--- src/rtl/cpu_pkg.sv ---
// Shared definitions for the CPU sequencer: instruction field layout,
// instruction classes, ALU opcodes and the sequencer state encoding.
package cpu_pkg;

  localparam int INSTR_W = 10;

  // Instruction word layout: [9:8] class, [7:6] op, [5:4] dest, [3:2] src1, [1:0] src2
  localparam int CLS_MSB  = 9;
  localparam int CLS_LSB  = 8;
  localparam int OP_MSB   = 7;
  localparam int OP_LSB   = 6;
  localparam int DST_MSB  = 5;
  localparam int DST_LSB  = 4;
  localparam int SRC1_MSB = 3;
  localparam int SRC1_LSB = 2;
  localparam int SRC2_MSB = 1;
  localparam int SRC2_LSB = 0;

  localparam logic [1:0] CLS_ALU  = 2'b00;
  localparam logic [1:0] CLS_HALT = 2'b01;
  localparam logic [1:0] CLS_NOP  = 2'b10;
  localparam logic [1:0] CLS_RSVD = 2'b11;

  localparam logic [1:0] OP_ADD = 2'b00;
  localparam logic [1:0] OP_SUB = 2'b01;
  localparam logic [1:0] OP_MUL = 2'b10;
  localparam logic [1:0] OP_DIV = 2'b11;

  typedef enum logic [2:0] {
    ST_IDLE   = 3'd0,
    ST_FETCH  = 3'd1,
    ST_DECODE = 3'd2,
    ST_ISSUE  = 3'd3,
    ST_WAIT   = 3'd4,
    ST_HALT   = 3'd5
  } state_e;

  // Fields handed to the execute stage.
  typedef struct packed {
    logic [1:0] op;
    logic [1:0] dest;
    logic [1:0] src1;
    logic [1:0] src2;
  } alu_fields_t;

endpackage

--- src/rtl/cpu_seq_decode.sv ---
// Combinational instruction decoder.
// Ports:
//   instr   in  instruction word
//   is_alu / is_halt / is_nop  class flags
//   is_rsvd out reserved class (illegal instruction)
//   fields  out op / dest / src1 / src2 fields
module cpu_seq_decode
  import cpu_pkg::*;
(
  input  logic [INSTR_W-1:0] instr,
  output logic               is_alu,
  output logic               is_halt,
  output logic               is_nop,
  output logic               is_rsvd,
  output alu_fields_t        fields
);

  logic [1:0] cls;

  always_comb begin
    cls         = instr[CLS_MSB:CLS_LSB];
    is_alu      = (cls == CLS_ALU);
    is_halt     = (cls == CLS_HALT);
    is_nop      = (cls == CLS_NOP);
    is_rsvd     = (cls == CLS_RSVD);
    fields.op   = instr[OP_MSB:OP_LSB];
    fields.dest = instr[DST_MSB:DST_LSB];
    fields.src1 = instr[SRC1_MSB:SRC1_LSB];
    fields.src2 = instr[SRC2_MSB:SRC2_LSB];
  end

endmodule

--- src/rtl/cpu_sequencer.sv ---
// Fetch/decode/issue controller for the 2-bit-opcode ALU execute stage.
// Fetches instruction words over a req/ack handshake, decodes them, issues
// ALU ops with a one-cycle exec_en strobe and holds the fields for EXEC_LAT
// cycles before advancing the PC. Handles NOP, HALT and reserved words.
// Ports:
//   clk, reset_n (async, active low)
//   start, pc_start                 begin execution (IDLE/HALT only)
//   imem_req/addr/ack/data          instruction fetch handshake
//   exec_en, op_code, src_addr1/2, dest_addr   execute stage issue
//   busy, halted, illegal, pc       status
// Optional feature: define CPU_SEQ_PERF_CNT_EN to add a saturating 16-bit
// retired_cnt output counting completed ALU instructions.
module cpu_sequencer
  import cpu_pkg::*;
#(
  parameter int PC_W     = 4,
  parameter int EXEC_LAT = 3   // 1..15
) (
  input  logic               clk,
  input  logic               reset_n,
  input  logic               start,
  input  logic [PC_W-1:0]    pc_start,
  output logic               imem_req,
  output logic [PC_W-1:0]    imem_addr,
  input  logic               imem_ack,
  input  logic [INSTR_W-1:0] imem_data,
  output logic               exec_en,
  output logic [1:0]         op_code,
  output logic [1:0]         src_addr1,
  output logic [1:0]         src_addr2,
  output logic [1:0]         dest_addr,
  output logic               busy,
  output logic               halted,
  output logic               illegal,
  output logic [PC_W-1:0]    pc
`ifdef CPU_SEQ_PERF_CNT_EN
  ,
  output logic [15:0]        retired_cnt
`endif
);

  localparam int CNT_W = 4;

  state_e             state_q, state_d;
  logic [PC_W-1:0]    pc_q, pc_d;
  logic [INSTR_W-1:0] ir_q, ir_d;
  alu_fields_t        fields_q, fields_d;
  logic [CNT_W-1:0]   wait_cnt_q, wait_cnt_d;
  logic               illegal_q, illegal_d;

  logic        dec_alu, dec_halt, dec_nop, dec_rsvd;
  alu_fields_t dec_fields;

  cpu_seq_decode u_decode (
    .instr   (ir_q),
    .is_alu  (dec_alu),
    .is_halt (dec_halt),
    .is_nop  (dec_nop),
    .is_rsvd (dec_rsvd),
    .fields  (dec_fields)
  );

  // State register
  always_ff @(posedge clk or negedge reset_n) begin
    if (!reset_n) state_q <= ST_IDLE;
    else          state_q <= state_d;
  end

  // Next state
  always_comb begin
    state_d = state_q;
    case (state_q)
      ST_IDLE, ST_HALT: if (start) state_d = ST_FETCH;
      ST_FETCH:         if (imem_ack) state_d = ST_DECODE;
      ST_DECODE: begin
        if (dec_alu)                  state_d = ST_ISSUE;
        else if (dec_nop)             state_d = ST_FETCH;
        else if (dec_halt || dec_rsvd) state_d = ST_HALT;
        else                          state_d = ST_HALT;
      end
      ST_ISSUE:         state_d = ST_WAIT;
      ST_WAIT:          if (wait_cnt_q == '0) state_d = ST_FETCH;
      default:          state_d = ST_IDLE;
    endcase
  end

  // State-decoded outputs
  always_comb begin
    imem_req = (state_q == ST_FETCH);
    exec_en  = (state_q == ST_ISSUE);
    halted   = (state_q == ST_HALT);
    busy     = (state_q != ST_IDLE) && (state_q != ST_HALT);
  end

  // Datapath next values
  always_comb begin
    pc_d       = pc_q;
    ir_d       = ir_q;
    fields_d   = fields_q;
    wait_cnt_d = wait_cnt_q;
    illegal_d  = illegal_q;
    case (state_q)
      ST_IDLE, ST_HALT: begin
        if (start) begin
          pc_d      = pc_start;
          illegal_d = 1'b0;
        end
      end
      ST_FETCH: if (imem_ack) ir_d = imem_data;
      ST_DECODE: begin
        // Fields only change when a new ALU op is about to issue, so they
        // stay stable through ISSUE and every WAIT cycle.
        if (dec_alu)  fields_d  = dec_fields;
        if (dec_nop)  pc_d      = pc_q + PC_W'(1);
        if (dec_rsvd) illegal_d = 1'b1;
      end
      ST_ISSUE: wait_cnt_d = CNT_W'(EXEC_LAT - 1);
      ST_WAIT: begin
        if (wait_cnt_q == '0) pc_d = pc_q + PC_W'(1);
        else                  wait_cnt_d = wait_cnt_q - CNT_W'(1);
      end
      default: ;
    endcase
  end

  always_ff @(posedge clk or negedge reset_n) begin
    if (!reset_n) begin
      pc_q       <= '0;
      ir_q       <= '0;
      fields_q   <= '0;
      wait_cnt_q <= '0;
      illegal_q  <= 1'b0;
    end else begin
      pc_q       <= pc_d;
      ir_q       <= ir_d;
      fields_q   <= fields_d;
      wait_cnt_q <= wait_cnt_d;
      illegal_q  <= illegal_d;
    end
  end

  assign imem_addr = pc_q;
  assign pc        = pc_q;
  assign illegal   = illegal_q;
  assign op_code   = fields_q.op;
  assign dest_addr = fields_q.dest;
  assign src_addr1 = fields_q.src1;
  assign src_addr2 = fields_q.src2;

`ifdef CPU_SEQ_PERF_CNT_EN
  logic [15:0] retired_cnt_q, retired_cnt_d;

  always_comb begin
    retired_cnt_d = retired_cnt_q;
    if ((state_q == ST_IDLE || state_q == ST_HALT) && start)
      retired_cnt_d = '0;
    else if (state_q == ST_WAIT && wait_cnt_q == '0 && retired_cnt_q != 16'hFFFF)
      retired_cnt_d = retired_cnt_q + 16'd1;
  end

  always_ff @(posedge clk or negedge reset_n) begin
    if (!reset_n) retired_cnt_q <= '0;
    else          retired_cnt_q <= retired_cnt_d;
  end

  assign retired_cnt = retired_cnt_q;
`endif

endmodule
--- config.mk ---
export PLATFORM = sky130hd
export DESIGN_NAME = cpu_sequencer
export DESIGN_NICKNAME = d
export VERILOG_FILES = /design/src/rtl/cpu_pkg.sv /design/src/rtl/cpu_seq_decode.sv /design/src/rtl/cpu_sequencer.sv
export SDC_FILE = /design/constraint.sdc
export NUM_CORES = 1
export LEC_CHECK = 0
export BUFFER_PORTS_ARGS = -buffer_cell sky130_fd_sc_hd__buf_2
export CORE_MARGIN = 10
export CORE_UTILIZATION = 50
export DETAILED_ROUTE_END_ITERATION = 7
export GPL_TIMING_DRIVEN = 0
export PLACE_DENSITY = 0.87
export SKIP_CTS_REPAIR_TIMING = 1
export SYNTH_ARGS = -nofsm -noshare
export SYNTH_HDL_FRONTEND = slang
export SYNTH_SLANG_ARGS = --single-unit
--- constraint.sdc ---
create_clock -name clk -period 1.86 [get_ports clk]
set_input_delay 0.372 -clock clk [delete_from_list [all_inputs] [get_ports clk]]
set_output_delay 0.372 -clock clk [all_outputs]
set_load 0.05 [all_outputs]
==> results of run 1 <==
## state kept, by name, summed over array words and instances, names as in the netlist
name,flops
src_addr2,2
illegal,1
src_addr1,2
dest_addr,2
imem_addr,4
state_q,3
op_code,2
ir_q,10
wait_cnt_q,4
## worst max-delay path: stages, from the launching register on
cell,delay [ns]
sky130_fd_sc_hd__dfrtp_1,0.39
sky130_fd_sc_hd__buf_6,0.12
sky130_fd_sc_hd__buf_6,0.12
sky130_fd_sc_hd__nor2b_4,0.12
sky130_fd_sc_hd__or3_4,0.37
sky130_fd_sc_hd__buf_8,0.16
## cell families (layout without fill, tap and decap cells)
| family | after synthesis | count (layout) |
|---|---|---|
| XOR/XNOR | 3 | 3 |
| AND/OR/NAND/NOR | 37 | 37 |
| multiplexers | 21 | 21 |
| flip-flops | 30 | 30 |
| AO/OA/AOI/OAI | 22 | 22 |
| adder cells (fa/ha/maj) | 3 | 3 |
| buffers and inverters | 13 | 65 |
## cells in the final DEF, fill, tap and decap left out, drive strengths merged, types with 2 or more instances in the layout
| cell type | instances |
|---|---|
| a21oi | 2 |
| a22o | 2 |
| and2 | 3 |
| buf | 52 |
| clkbuf | 7 |
| clkinv | 2 |
| dfrtp | 30 |
| ha | 3 |
| inv | 4 |
| mux2 | 20 |
| nand2 | 5 |
| nand2b | 4 |
| nand3 | 4 |
| nor2 | 8 |
| nor2b | 2 |
| nor3 | 2 |
| o211ai | 2 |
| o21ai | 8 |
| or3 | 4 |
| xor2 | 2 |
## layout make-up
cell class | count | area, µm²
Multi-Input combinational cell | 86 | 732
Buffer | 9 | 80.1
Tap cell | 31 | 38.8
Inverter | 4 | 15.0
Clock buffer | 5 | 37.5
Clock inverter | 2 | 10.0
Timing Repair Buffer | 45 | 268
Fill cell | 216 | 897
Sequential cell | 30 | 751
## routing by layer
metal | vias up | GRT usage (%) | share of wire [%]
met3 | 5 | 7.88 | 11
li1 | 559 | - | -
met4 | 0 | 5.67 | 1.4
met1 | 553 | 13.6 | 40
met5 | - | 0 | 0
met2 | 44 | 20.0 | 48
## power groups by stage
stage	sequential (mW)	clock, mW	combinational (mW)
6_report	1.20	0.365	2.48
5_1_grt	1.24	0.413	2.67
4_1_cts	1.18	0.383	2.19
3_5_place_dp	1.19	0	2.17
3_3_place_gp	1.16	0	2.11
2_1_floorplan	1.57	0	1.32
## through the flow
stage	utilization, %	hold slack, ns
after floorplan	-	0.0764
after global placement	61.7	0.428
after detailed placement	61.7	0.449
after CTS	63.3	0.0608
after global routing	68.3	0.0725
final	68.3	0.0428
## worst paths after layout
check	start	endpoint	slack, ns	depth (start not counted)
min in group clk	imem_data[1]	ir_q[1]	0.26	2
setup / recovery	state_q[0]	busy	-0.12	5
hold reg to reg	ir_q[5]	dest_addr[1]	0.51	1
max in group asynchronous	reset_n	ir_q[5]	1.38	1
setup reg to reg	state_q[0]	imem_addr[1]	-0.01	7
hold / removal	reset_n	wait_cnt_q[0]	0.04	1
==> impl_results.html, run 1 <==
<table>
<tr><th>Metric</th><th>Value</th></tr>
<tr><th colspan="2">Cells and area</th></tr>
<tr><td>Ant. Diodes</td><td>0</td></tr>
<tr><td>Number of non-filler instances in the completed layout</td><td>212</td></tr>
<tr><td>Area growth from synthesis to final layout</td><td>27.5%</td></tr>
<tr><td>Total non-filler cell area in the finished layout</td><td>0.00193 mm²</td></tr>
<tr><td>Fraction of layout instances using a drive strength above 1</td><td>53.6%</td></tr>
<tr><td>Number of nets in the finished design</td><td>202</td></tr>
<tr><th colspan="2">Placed design</th></tr>
<tr><td># port buffers</td><td>38</td></tr>
<tr><td>Placer Congestion</td><td>0.830</td></tr>
<tr><td>Post-detailed-placement cell area</td><td>0.00174 mm²</td></tr>
<tr><td>Post-Place Worst Slack</td><td>-0.0367 ns</td></tr>
<tr><td>Total placed cells including tap cells</td><td>198</td></tr>
<tr><td>Post-DP HPWL</td><td>2.43 mm</td></tr>
<tr><th colspan="2">Synthesis</th></tr>
<tr><td>Area share of fa/ha/maj cells after synthesis</td><td>2.48%</td></tr>
<tr><td>Synth Cell Area</td><td>0.00152 mm²</td></tr>
<tr><td>Biggest area contributors in the synthesized netlist</td><td>sky130_fd_sc_hd__dfrtp_1 (50%), sky130_fd_sc_hd__mux2_2 (14%), sky130_fd_sc_hd__o21ai_0 (2.6%), sky130_fd_sc_hd__buf_4 (2.5%), sky130_fd_sc_hd__ha_1 (2.5%)</td></tr>
<tr><td>Largest family of logic cells by synthesized area</td><td>multiplexers</td></tr>
<tr><td>Cell type contributing the most total cell area after synthesis</td><td>sky130_fd_sc_hd__dfrtp_1</td></tr>
<tr><td>Post-synthesis compound-gate area fraction</td><td>10.1%</td></tr>
<tr><td>Sequential cell area fraction in the yosys report</td><td>49.5%</td></tr>
<tr><td>Async set or reset register ratio after synthesis</td><td>100%</td></tr>
<tr><td>Yosys warnings</td><td>0</td></tr>
<tr><td>Multiplexer area fraction after synthesis</td><td>15.8%</td></tr>
<tr><td>Synth top area share</td><td>49.5%</td></tr>
<tr><td>Most numerous cell in the Yosys netlist</td><td>sky130_fd_sc_hd__dfrtp_1</td></tr>
<tr><td>Top cells by instance count after synthesis</td><td>sky130_fd_sc_hd__dfrtp_1 (30), sky130_fd_sc_hd__mux2_2 (19), sky130_fd_sc_hd__nor2_1 (8), sky130_fd_sc_hd__o21ai_0 (8), sky130_fd_sc_hd__buf_4 (5)</td></tr>
<tr><td>Post-Synth XOR/XNOR Area</td><td>1.73%</td></tr>
<tr><td>Post-synth EDFFs</td><td>0</td></tr>
<tr><td>Syn Inst Count</td><td>129</td></tr>
<tr><td>FF+latch count, synth</td><td>30</td></tr>
<tr><td>Syn nets</td><td>150</td></tr>
<tr><td>Commonest register cell after synthesis</td><td>sky130_fd_sc_hd__dfrtp_1</td></tr>
<tr><td>Number of distinct standard cells referenced by the synthesized netlist</td><td>38</td></tr>
<tr><td>Simple-Gate Fraction of Synth Area</td><td>15.7%</td></tr>
<tr><td>Post-synthesis area per instance</td><td>11.7 µm²</td></tr>
<tr><th colspan="2">Drt</th></tr>
<tr><td>Total iterations of the first detailed-routing run</td><td>4</td></tr>
<tr><td>Number of DRC violations after detailed routing</td><td>0</td></tr>
<tr><td>Vias post-DR</td><td>1161</td></tr>
<tr><td>DRT antenna net count</td><td>0</td></tr>
<tr><td>Final wirelength</td><td>3.39 mm</td></tr>
<tr><td>Drt wl/cell</td><td>16.0 µm</td></tr>
<tr><td>Via-to-Cell Ratio</td><td>5.48</td></tr>
<tr><td>DRC marker count from the first detailed-route iteration</td><td>72</td></tr>
<tr><th colspan="2">STA</th></tr>
<tr><td>Summed negative setup slack over all endpoints</td><td>-0.137 ns</td></tr>
<tr><td>Final period utilization</td><td>107%</td></tr>
<tr><td>Fin Clk Skew</td><td>0.0119 ns</td></tr>
<tr><td>Number of endpoints with negative hold slack in the final report</td><td>0</td></tr>
<tr><td>Worst Setup Slack, final</td><td>-0.123 ns</td></tr>
<tr><td>Number of pins with negative max-slew slack in the final report</td><td>0</td></tr>
<tr><td>Headroom to the max-slew limit</td><td>56.8%</td></tr>
<tr><td>Actual slew at the worst max-slew pin</td><td>0.649 ns</td></tr>
<tr><td>Final setup vio count</td><td>2</td></tr>
<tr><td>Timing-limited maximum frequency</td><td>504 MHz</td></tr>
<tr><td>Post-layout min period</td><td>1.98 ns</td></tr>
<tr><td>RSZ-0062 raised after global routing</td><td>yes</td></tr>
<tr><th colspan="2">GRT</th></tr>
<tr><td>Antenna violations before repair</td><td>0</td></tr>
<tr><td>Global routing usage summed across all routing layers</td><td>12.8%</td></tr>
<tr><td>Global-route wire length before repair</td><td>5.48 mm</td></tr>
<tr><td>Vias in the first global route</td><td>1173</td></tr>
<tr><td>Largest net degree at the start of global routing</td><td>31</td></tr>
<tr><td>Global route total overflow</td><td>0</td></tr>
<tr><th colspan="2">Power</th></tr>
<tr><td>Power per standard cell area</td><td>2090 mW/mm²</td></tr>
<tr><td>Part of the total power dissipated in the clock network</td><td>9.0%</td></tr>
<tr><td>Power Total</td><td>4.04 mW</td></tr>
<tr><td>IR drop worst, VDD</td><td>0.00111 V</td></tr>
<tr><td>Combinational share of power</td><td>61.3%</td></tr>
<tr><td>Leakage</td><td>0.933 nW</td></tr>
<tr><td>Cell internal pwr</td><td>2.11 mW</td></tr>
<tr><td>Part of the total power dissipated in sequential elements</td><td>29.6%</td></tr>
<tr><td>Net Sw Frac</td><td>47.8%</td></tr>
<tr><td>Net switching component of the power</td><td>1.93 mW</td></tr>
<tr><th colspan="2">Outcome</th></tr>
<tr><td>Violated checks</td><td>negative setup slack</td></tr>
<tr><td>Outcome</td><td>complete, but fails checks</td></tr>
<tr><th colspan="2">Die</th></tr>
<tr><td>Chip Width</td><td>75.1 µm</td></tr>
<tr><td>Placeable core area</td><td>0.00283 mm²</td></tr>
<tr><td>Initial Utilization</td><td>53.6%</td></tr>
<tr><td>Placement row count</td><td>19</td></tr>
<tr><td>Die Height</td><td>75.1 µm</td></tr>
<tr><td>IO Pins</td><td>39</td></tr>
<tr><td>Die area</td><td>0.00563 mm²</td></tr>
<tr><th colspan="2">Clocking</th></tr>
<tr><td>H-tree depth</td><td>2</td></tr>
<tr><td>Clock latency on the worst-skew pair</td><td>0.34 ns</td></tr>
<tr><td>Number of buffers created by CTS</td><td>5</td></tr>
<tr><td>CTS sink count</td><td>30</td></tr>
<tr><td>CTS root buf</td><td>sky130_fd_sc_hd__clkbuf_4</td></tr>
<tr><td>Clock tree from TritonCTS</td><td>built</td></tr>
<tr><td>Post-CTS clock slew at the launch and capture registers of the worst setup and hold paths</td><td>0.10 ns</td></tr>
<tr><td>Clock Tree Buf Depth</td><td>2</td></tr>
<tr><th colspan="2">Worst setup path</th></tr>
<tr><td>Crit path kind</td><td>reg2out</td></tr>
<tr><td>WP data arrival</td><td>1.61 ns</td></tr>
<tr><td>CP Launch Type</td><td>flip-flop</td></tr>
<tr><td>Critical Path Fanout Max</td><td>5</td></tr>
<tr><td>Worst Setup End Kind</td><td>output port</td></tr>
<tr><td>Endpoint required time on the critical path</td><td>1.49 ns</td></tr>
<tr><th colspan="2">Hold path</th></tr>
<tr><td>Hold Path Class</td><td>in2async</td></tr>
<tr><th colspan="2">Run</th></tr>
<tr><td>Number of maximum-capacitance violations</td><td>0</td></tr>
</table>
No activity file was read; power rests on OpenSTA's default activity.
==> inputs of run 2 (changes only) <==
==> constraint.sdc (replaced) <==
create_clock -name clk -period 1.86 [get_ports clk]
set_input_delay 0.093 -clock clk [delete_from_list [all_inputs] [get_ports clk]]
set_output_delay 0.093 -clock clk [all_outputs]
set_load 0.05 [all_outputs]
==> run 2 against run 1 <==
  * The run now ends clean
  * Global-route usage unchanged
  * Final cell count is 2.4% higher
  * Worst setup slack improved by 0.19 ns
  * Sequential share of layout area fell by 0.13 points
  * Count of clock-buffer cells in the layout is the same
  * Utilization increased by 0.22 points
  * Register-to-register slack better by 0.07 ns
  * Via count increased by 1.1%
  * Sequential power is essentially flat
  * Critical endpoint is now imem_addr[3]
  * Largest power group unchanged
  * Highest routed layer unchanged
==> impl_results.html, run 2 (synthesis results as in run 1) <==
<table>
<tr><th>Metric</th><th>Value</th></tr>
<tr><th colspan="2">GRT</th></tr>
<tr><td>Antenna violations before repair</td><td>0</td></tr>
<tr><td>Global route total overflow</td><td>0</td></tr>
<tr><td>Largest net degree at the start of global routing</td><td>31</td></tr>
<tr><td>Global routing usage summed across all routing layers</td><td>12.8%</td></tr>
<tr><td>Vias in the first global route</td><td>1173</td></tr>
<tr><td>Global-route wire length before repair</td><td>5.48 mm</td></tr>
<tr><th colspan="2">Outcome</th></tr>
<tr><td>Outcome</td><td>finished clean</td></tr>
<tr><th colspan="2">Worst setup path</th></tr>
<tr><td>Reg2reg start</td><td>wait_cnt_q[1]</td></tr>
<tr><td>Register-to-register setup slack</td><td>0.06 ns</td></tr>
<tr><td>Worst Setup End Kind</td><td>flip-flop</td></tr>
<tr><td>Endpoint required time on the critical path</td><td>2.09 ns</td></tr>
<tr><td>Capturing point of the worst reg2reg path</td><td>imem_addr[3]</td></tr>
<tr><td>Buffering stage count on the worst path with inverters included</td><td>1</td></tr>
<tr><td>Critical Path Fanout Max</td><td>4</td></tr>
<tr><td>Sequence of cells on the critical path</td><td>inv_1, ha_1, or3b_4, and2_4, a22o_1, a221o_1</td></tr>
<tr><td>Slowest library cell on the worst path</td><td>sky130_fd_sc_hd__dfrtp_1</td></tr>
<tr><td>R2R depth</td><td>6</td></tr>
<tr><td>Maximum single-stage delay on the critical path</td><td>0.41 ns</td></tr>
<tr><td>WP data arrival</td><td>2.02 ns</td></tr>
<tr><td>CP Launch Type</td><td>flip-flop</td></tr>
<tr><td>CP delay by family, top</td><td>simple AND/OR/NAND/NOR gates</td></tr>
<tr><td>Crit path kind</td><td>reg2reg</td></tr>
<tr><th colspan="2">Die</th></tr>
<tr><td>Initial Utilization</td><td>53.6%</td></tr>
<tr><td>Die Height</td><td>75.1 µm</td></tr>
<tr><td>Placement row count</td><td>19</td></tr>
<tr><td>Chip Width</td><td>75.1 µm</td></tr>
<tr><td>Placeable core area</td><td>0.00283 mm²</td></tr>
<tr><td>IO Pins</td><td>39</td></tr>
<tr><td>Die area</td><td>0.00563 mm²</td></tr>
<tr><th colspan="2">Clocking</th></tr>
<tr><td>Clock latency on the worst-skew pair</td><td>0.34 ns</td></tr>
<tr><td>CTS root buf</td><td>sky130_fd_sc_hd__clkbuf_4</td></tr>
<tr><td>H-tree depth</td><td>2</td></tr>
<tr><td>Clock Tree Buf Depth</td><td>2</td></tr>
<tr><td>Number of buffers created by CTS</td><td>5</td></tr>
<tr><td>CTS sink count</td><td>30</td></tr>
<tr><td>Clock tree from TritonCTS</td><td>built</td></tr>
<tr><td>Post-CTS clock slew at the launch and capture registers of the worst setup and hold paths</td><td>0.10 ns</td></tr>
<tr><th colspan="2">Hold path</th></tr>
<tr><td>Hold Path Class</td><td>in2reg</td></tr>
<tr><td>End point of the worst hold path</td><td>state_q[0]</td></tr>
<tr><td>Launch point of the worst hold path</td><td>imem_ack</td></tr>
<tr><td>Hold Path Depth</td><td>4</td></tr>
<tr><th colspan="2">Drt</th></tr>
<tr><td>Number of DRC violations after detailed routing</td><td>0</td></tr>
<tr><td>Drt wl/cell</td><td>15.9 µm</td></tr>
<tr><td>Final wirelength</td><td>3.44 mm</td></tr>
<tr><td>Total iterations of the first detailed-routing run</td><td>5</td></tr>
<tr><td>Via-to-Cell Ratio</td><td>5.41</td></tr>
<tr><td>DRT antenna net count</td><td>0</td></tr>
<tr><td>Vias post-DR</td><td>1174</td></tr>
<tr><td>DRC marker count from the first detailed-route iteration</td><td>48</td></tr>
<tr><th colspan="2">STA</th></tr>
<tr><td>Fin Clk Skew</td><td>0.00854 ns</td></tr>
<tr><td>Headroom to the max-slew limit</td><td>56.0%</td></tr>
<tr><td>Timing-limited maximum frequency</td><td>557 MHz</td></tr>
<tr><td>Number of pins with negative max-slew slack in the final report</td><td>0</td></tr>
<tr><td>Worst Setup Slack, final</td><td>0.0650 ns</td></tr>
<tr><td>Number of endpoints with negative hold slack in the final report</td><td>0</td></tr>
<tr><td>Actual slew at the worst max-slew pin</td><td>0.660 ns</td></tr>
<tr><td>Final setup vio count</td><td>0</td></tr>
<tr><td>Summed negative setup slack over all endpoints</td><td>0 ns</td></tr>
<tr><td>Final period utilization</td><td>96.5%</td></tr>
<tr><td>Post-layout min period</td><td>1.80 ns</td></tr>
<tr><td>RSZ-0062 raised after global routing</td><td>yes</td></tr>
<tr><th colspan="2">Placed design</th></tr>
<tr><td>Post-DP HPWL</td><td>2.43 mm</td></tr>
<tr><td># port buffers</td><td>38</td></tr>
<tr><td>Post-Place Worst Slack</td><td>0.0470 ns</td></tr>
<tr><td>Placer Congestion</td><td>0.830</td></tr>
<tr><th colspan="2">Cells and area</th></tr>
<tr><td>Ant. Diodes</td><td>0</td></tr>
<tr><td>Area growth from synthesis to final layout</td><td>27.9%</td></tr>
<tr><td>Post-route core utilization</td><td>68.5%</td></tr>
<tr><td>Most common cell after layout, fill and taps aside</td><td>sky130_fd_sc_hd__buf_2</td></tr>
<tr><td>Most frequent cells in the layout</td><td>sky130_fd_sc_hd__buf_2 (38), sky130_fd_sc_hd__dfrtp_1 (30), sky130_fd_sc_hd__mux2_2 (19)</td></tr>
<tr><td>Largest Register</td><td>ir_q</td></tr>
<tr><td>Flip-flop count of the largest register after layout</td><td>10</td></tr>
<tr><td>Fraction of layout instances using a drive strength above 1</td><td>46.2%</td></tr>
<tr><td>Number of nets in the finished design</td><td>207</td></tr>
<tr><th colspan="2">Power</th></tr>
<tr><td>Leakage</td><td>0.928 nW</td></tr>
<tr><td>Power per standard cell area</td><td>1970 mW/mm²</td></tr>
<tr><td>IR drop worst, VDD</td><td>0.00111 V</td></tr>
<tr><th colspan="2">Run</th></tr>
<tr><td>Number of maximum-capacitance violations</td><td>0</td></tr>
</table>
==> run 2: metal layers <==
layer	part of all wire (%)	track usage, %	vias up
li1	-	-	569
met1	41	13.6	553
met2	47	20.0	48
met3	10	7.88	4
met4	1.4	5.67	0
met5	0	0	-
==> run 2: how the worst max path moves through the flow <==
stage	from	to	slack [ns]	depth (start not counted)
floorplan	wait_cnt_q[0]	imem_addr[3]	0.18	6
global placement	wait_cnt_q[0]	imem_addr[1]	0.11	6
detailed placement	wait_cnt_q[0]	imem_addr[1]	0.05	6
CTS	state_q[0]	busy	-0.15	5
global route	state_q[0]	busy	0.003	5
finish	wait_cnt_q[1]	imem_addr[3]	0.06	6
==> run 2: layout make-up <==
class                           instances  area (µm²)
Inverter                                4        15.0
Multi-Input combinational cell         86         707
Clock inverter                          2        10.0
Clock buffer                            5        37.5
Timing Repair Buffer                   50         317
Tap cell                               31        38.8
Fill cell                             210         891
Sequential cell                        30         751
Buffer                                  9        62.6
==> run 2: power by group <==
part	switching, mW	total (mW)	internal [mW]
Clock	0.232	0.367	0.136
Sequential	0.229	1.18	0.954
Combinational	1.42	2.27	0.855
Total	1.88	3.82	1.94
==> run 2: per-stage QoR <==
step,std cells,power [mW],instance area (µm²),hold slack (ns)
3_5_place_dp,198,3.37,1740,0.170
5_1_grt,217,4.10,1940,0.0606
6_report,217,3.82,1940,0.0516
3_3_place_gp,198,3.28,1740,0.149
4_1_cts,205,3.75,1790,-0.218
2_1_floorplan,129,2.89,1520,-0.203
==> run 2: worst min-delay path, cell delays in order <==
cell                       delay (ns)
sky130_fd_sc_hd__buf_2           0.08
sky130_fd_sc_hd__nand2_1         0.06
sky130_fd_sc_hd__nand2b_1        0.07
sky130_fd_sc_hd__a221oi_1        0.06
==> inputs of run 3 (changes only) <==
--- a/config.mk
+++ b/config.mk
@@ -10,7 +10,7 @@
 export CORE_UTILIZATION = 50
 export DETAILED_ROUTE_END_ITERATION = 7
 export GPL_TIMING_DRIVEN = 0
-export PLACE_DENSITY = 0.87
+export PLACE_DENSITY_LB_ADDON = 0.25
 export SKIP_CTS_REPAIR_TIMING = 1
 export SYNTH_ARGS = -nofsm -noshare
 export SYNTH_HDL_FRONTEND = slang
==> run 3 against run 2 <==
  * The run now ends with negative hold slack left
  * Wire length is 5.3% lower
  * Utilization is 0.088 points lower
  * Sequential cell count stayed put
  * Via count is 0.26% higher
  * Non-clock buffer count is 3 lower
  * Count of clock-buffer cells in the layout is 1 higher
  * Cell area is 0.13% lower
  * Critical path depth is 1 lower
  * Clock skew is 0.0042 ns lower
  * Critical endpoint is now busy
  * Largest cell class unchanged
  * Highest routed layer unchanged
==> impl_results.html, run 3 (synthesis results as in run 1) <==
<table>
<tr><th>Metric</th><th>Value</th></tr>
<tr><th colspan="2">Cells and area</th></tr>
<tr><td>Post-route core utilization</td><td>68.4%</td></tr>
<tr><td>Flip-flop count of the largest register after layout</td><td>10</td></tr>
<tr><td>Most frequent cells in the layout</td><td>sky130_fd_sc_hd__buf_2 (38), sky130_fd_sc_hd__dfrtp_1 (30), sky130_fd_sc_hd__mux2_2 (19)</td></tr>
<tr><td>Largest Register</td><td>ir_q</td></tr>
<tr><td>Multi-input gate area</td><td>701 µm²</td></tr>
<tr><td>Ant. Diodes</td><td>0</td></tr>
<tr><td>Number of non-filler instances in the completed layout</td><td>214</td></tr>
<tr><td>Sequential cell area</td><td>751 µm²</td></tr>
<tr><td>Most common cell after layout, fill and taps aside</td><td>sky130_fd_sc_hd__buf_2</td></tr>
<tr><td>Number of nets in the finished design</td><td>204</td></tr>
<tr><td>Area growth from synthesis to final layout</td><td>27.7%</td></tr>
<tr><td>Fraction of layout instances using a drive strength above 1</td><td>47.0%</td></tr>
<tr><td>Filler instances</td><td>229</td></tr>
<tr><th colspan="2">GRT</th></tr>
<tr><td>Largest net degree at the start of global routing</td><td>31</td></tr>
<tr><td>Global routing usage summed across all routing layers</td><td>11.9%</td></tr>
<tr><td>Global route total overflow</td><td>0</td></tr>
<tr><td>Global-route wire length before repair</td><td>5.13 mm</td></tr>
<tr><td>Vias in the first global route</td><td>1159</td></tr>
<tr><td>Antenna violations before repair</td><td>0</td></tr>
<tr><th colspan="2">STA</th></tr>
<tr><td>Final Hold Slack</td><td>-0.00625 ns</td></tr>
<tr><td>Number of endpoints with negative hold slack in the final report</td><td>2</td></tr>
<tr><td>Timing-limited maximum frequency</td><td>559 MHz</td></tr>
<tr><td>Actual slew at the worst max-slew pin</td><td>0.679 ns</td></tr>
<tr><td>Final setup vio count</td><td>0</td></tr>
<tr><td>Fin Clk Skew</td><td>0.00433 ns</td></tr>
<tr><td>RSZ-0062 raised after global routing</td><td>no</td></tr>
<tr><td>Post-layout min period</td><td>1.79 ns</td></tr>
<tr><td>Summed negative setup slack over all endpoints</td><td>0 ns</td></tr>
<tr><td>Number of pins with negative max-slew slack in the final report</td><td>0</td></tr>
<tr><td>Final period utilization</td><td>96.1%</td></tr>
<tr><td>Worst Setup Slack, final</td><td>0.0722 ns</td></tr>
<tr><td>Headroom to the max-slew limit</td><td>54.7%</td></tr>
<tr><th colspan="2">Worst setup path</th></tr>
<tr><td>Reg2reg start</td><td>wait_cnt_q[0]</td></tr>
<tr><td>Endpoint required time on the critical path</td><td>1.77 ns</td></tr>
<tr><td>Capturing point of the worst reg2reg path</td><td>imem_addr[3]</td></tr>
<tr><td>WP data arrival</td><td>1.69 ns</td></tr>
<tr><td>CP delay by family, top</td><td>buffers and inverters</td></tr>
<tr><td>Maximum single-stage delay on the critical path</td><td>0.37 ns</td></tr>
<tr><td>Critical Path Fanout Max</td><td>10</td></tr>
<tr><td>CP Launch Type</td><td>flip-flop</td></tr>
<tr><td>Slowest library cell on the worst path</td><td>sky130_fd_sc_hd__dfrtp_1</td></tr>
<tr><td>R2R depth</td><td>6</td></tr>
<tr><td>Worst Setup End Kind</td><td>output port</td></tr>
<tr><td>Sequence of cells on the critical path</td><td>clkbuf_4, buf_4, nor2b_1, or3_1, buf_6</td></tr>
<tr><td>Buffering stage count on the worst path with inverters included</td><td>3</td></tr>
<tr><td>Crit path kind</td><td>reg2out</td></tr>
<tr><td>Register-to-register setup slack</td><td>0.09 ns</td></tr>
<tr><th colspan="2">Clocking</th></tr>
<tr><td>H-tree depth</td><td>2</td></tr>
<tr><td>Clock Tree Buf Depth</td><td>2</td></tr>
<tr><td>CTS root buf</td><td>sky130_fd_sc_hd__clkbuf_4</td></tr>
<tr><td>Clock tree from TritonCTS</td><td>built</td></tr>
<tr><td>Post-CTS clock slew at the launch and capture registers of the worst setup and hold paths</td><td>0.10 ns</td></tr>
<tr><td>Number of buffers created by CTS</td><td>5</td></tr>
<tr><td>Clock latency on the worst-skew pair</td><td>0.33 ns</td></tr>
<tr><td>CTS sink count</td><td>30</td></tr>
<tr><th colspan="2">Power</th></tr>
<tr><td>Part of the total power dissipated in sequential elements</td><td>29.8%</td></tr>
<tr><td>Leakage</td><td>0.927 nW</td></tr>
<tr><td>Combinational share of power</td><td>56.6%</td></tr>
<tr><td>Cell internal pwr</td><td>2.10 mW</td></tr>
<tr><td>Power per standard cell area</td><td>2040 mW/mm²</td></tr>
<tr><td>Net switching component of the power</td><td>1.85 mW</td></tr>
<tr><td>Net Sw Frac</td><td>46.9%</td></tr>
<tr><td>IR drop worst, VDD</td><td>0.00108 V</td></tr>
<tr><td>Part of the total power dissipated in the clock network</td><td>13.6%</td></tr>
<tr><th colspan="2">Hold path</th></tr>
<tr><td>Hold Path Class</td><td>in2reg</td></tr>
<tr><td>Launch point of the worst hold path</td><td>imem_data[0]</td></tr>
<tr><td>Hold Path Depth</td><td>2</td></tr>
<tr><td>End point of the worst hold path</td><td>ir_q[0]</td></tr>
<tr><th colspan="2">Placed design</th></tr>
<tr><td>Post-Place Worst Slack</td><td>0.0470 ns</td></tr>
<tr><td>Placer Congestion</td><td>0.804</td></tr>
<tr><td>Total placed cells including tap cells</td><td>198</td></tr>
<tr><td>Post-DP HPWL</td><td>2.37 mm</td></tr>
<tr><td># port buffers</td><td>38</td></tr>
<tr><th colspan="2">Die</th></tr>
<tr><td>Die area</td><td>0.00563 mm²</td></tr>
<tr><td>Chip Width</td><td>75.1 µm</td></tr>
<tr><td>IO Pins</td><td>39</td></tr>
<tr><td>Die Height</td><td>75.1 µm</td></tr>
<tr><td>Placement row count</td><td>19</td></tr>
<tr><td>Placeable core area</td><td>0.00283 mm²</td></tr>
<tr><td>Initial Utilization</td><td>53.6%</td></tr>
<tr><th colspan="2">Drt</th></tr>
<tr><td>Vias post-DR</td><td>1177</td></tr>
<tr><td>Number of DRC violations after detailed routing</td><td>0</td></tr>
<tr><td>Drt wl/cell</td><td>15.2 µm</td></tr>
<tr><td>Total iterations of the first detailed-routing run</td><td>4</td></tr>
<tr><td>Final wirelength</td><td>3.26 mm</td></tr>
<tr><td>Via-to-Cell Ratio</td><td>5.50</td></tr>
<tr><td>DRT antenna net count</td><td>0</td></tr>
<tr><td>DRC marker count from the first detailed-route iteration</td><td>129</td></tr>
<tr><th colspan="2">Outcome</th></tr>
<tr><td>Violated checks</td><td>negative hold slack</td></tr>
<tr><td>Outcome</td><td>complete, but fails checks</td></tr>
<tr><th colspan="2">Run</th></tr>
<tr><td>Number of maximum-capacitance violations</td><td>0</td></tr>
</table>
run 3: how the worst max path moves through the flow:
stage,from,to,slack (ns),cells past startpoint
final,state_q[0],busy,0.07,5
after global routing,wait_cnt_q[0],imem_addr[3],0.002,6
after CTS,state_q[0],busy,-0.11,5
after detailed placement,wait_cnt_q[0],imem_addr[1],0.05,6
after global placement,wait_cnt_q[0],imem_addr[1],0.08,6
after floorplan,wait_cnt_q[0],imem_addr[3],0.18,6
run 3: worst reg2reg max path, stage by stage, from the launching register on:
cell                      delay [ns]
sky130_fd_sc_hd__dfrtp_1        0.41
sky130_fd_sc_hd__inv_2          0.08
sky130_fd_sc_hd__ha_1           0.14
sky130_fd_sc_hd__or3b_4         0.41
sky130_fd_sc_hd__and2_4         0.15
sky130_fd_sc_hd__a22o_1         0.22
sky130_fd_sc_hd__a221o_1        0.25
run 3: layout make-up:
type	instances	area share, %
multi-input combinational	86	36.2
clock buffer	6	2.65
sequential	30	38.8
tap	31	2.00
inverter	4	0.776
clock inverter	1	1.55
timing repair buffer	47	14.8
buffer	9	3.23
run 3: per-layer routing:
layer	part of all wire [%]	wire (µm)	track usage [%]	vias to the layer above
li1	-	-	-	562
met1	41	1350	13.3	568
met2	46	1500	18.5	40
met3	11	360	6.31	7
met4	1.4	46	5.04	0
met5	0	0	0	-
run 3: power groups by stage:
stage | clock [mW] | sequential [mW] | combinational [mW]
4_1_cts | 0.540 | 1.18 | 2.18
2_1_floorplan | 0 | 1.57 | 1.32
6_report | 0.538 | 1.18 | 2.24
3_3_place_gp | 0 | 1.16 | 2.12
5_1_grt | 0.576 | 1.23 | 2.41
3_5_place_dp | 0 | 1.19 | 2.17
run 3: metrics by stage:
stage                     power, mW  instance area (µm²)
after floorplan                2.89                 1520
after global placement         3.29                 1740
after detailed placement       3.36                 1740
after CTS                      3.90                 1830
after global routing           4.21                 1940
final                          3.96                 1940
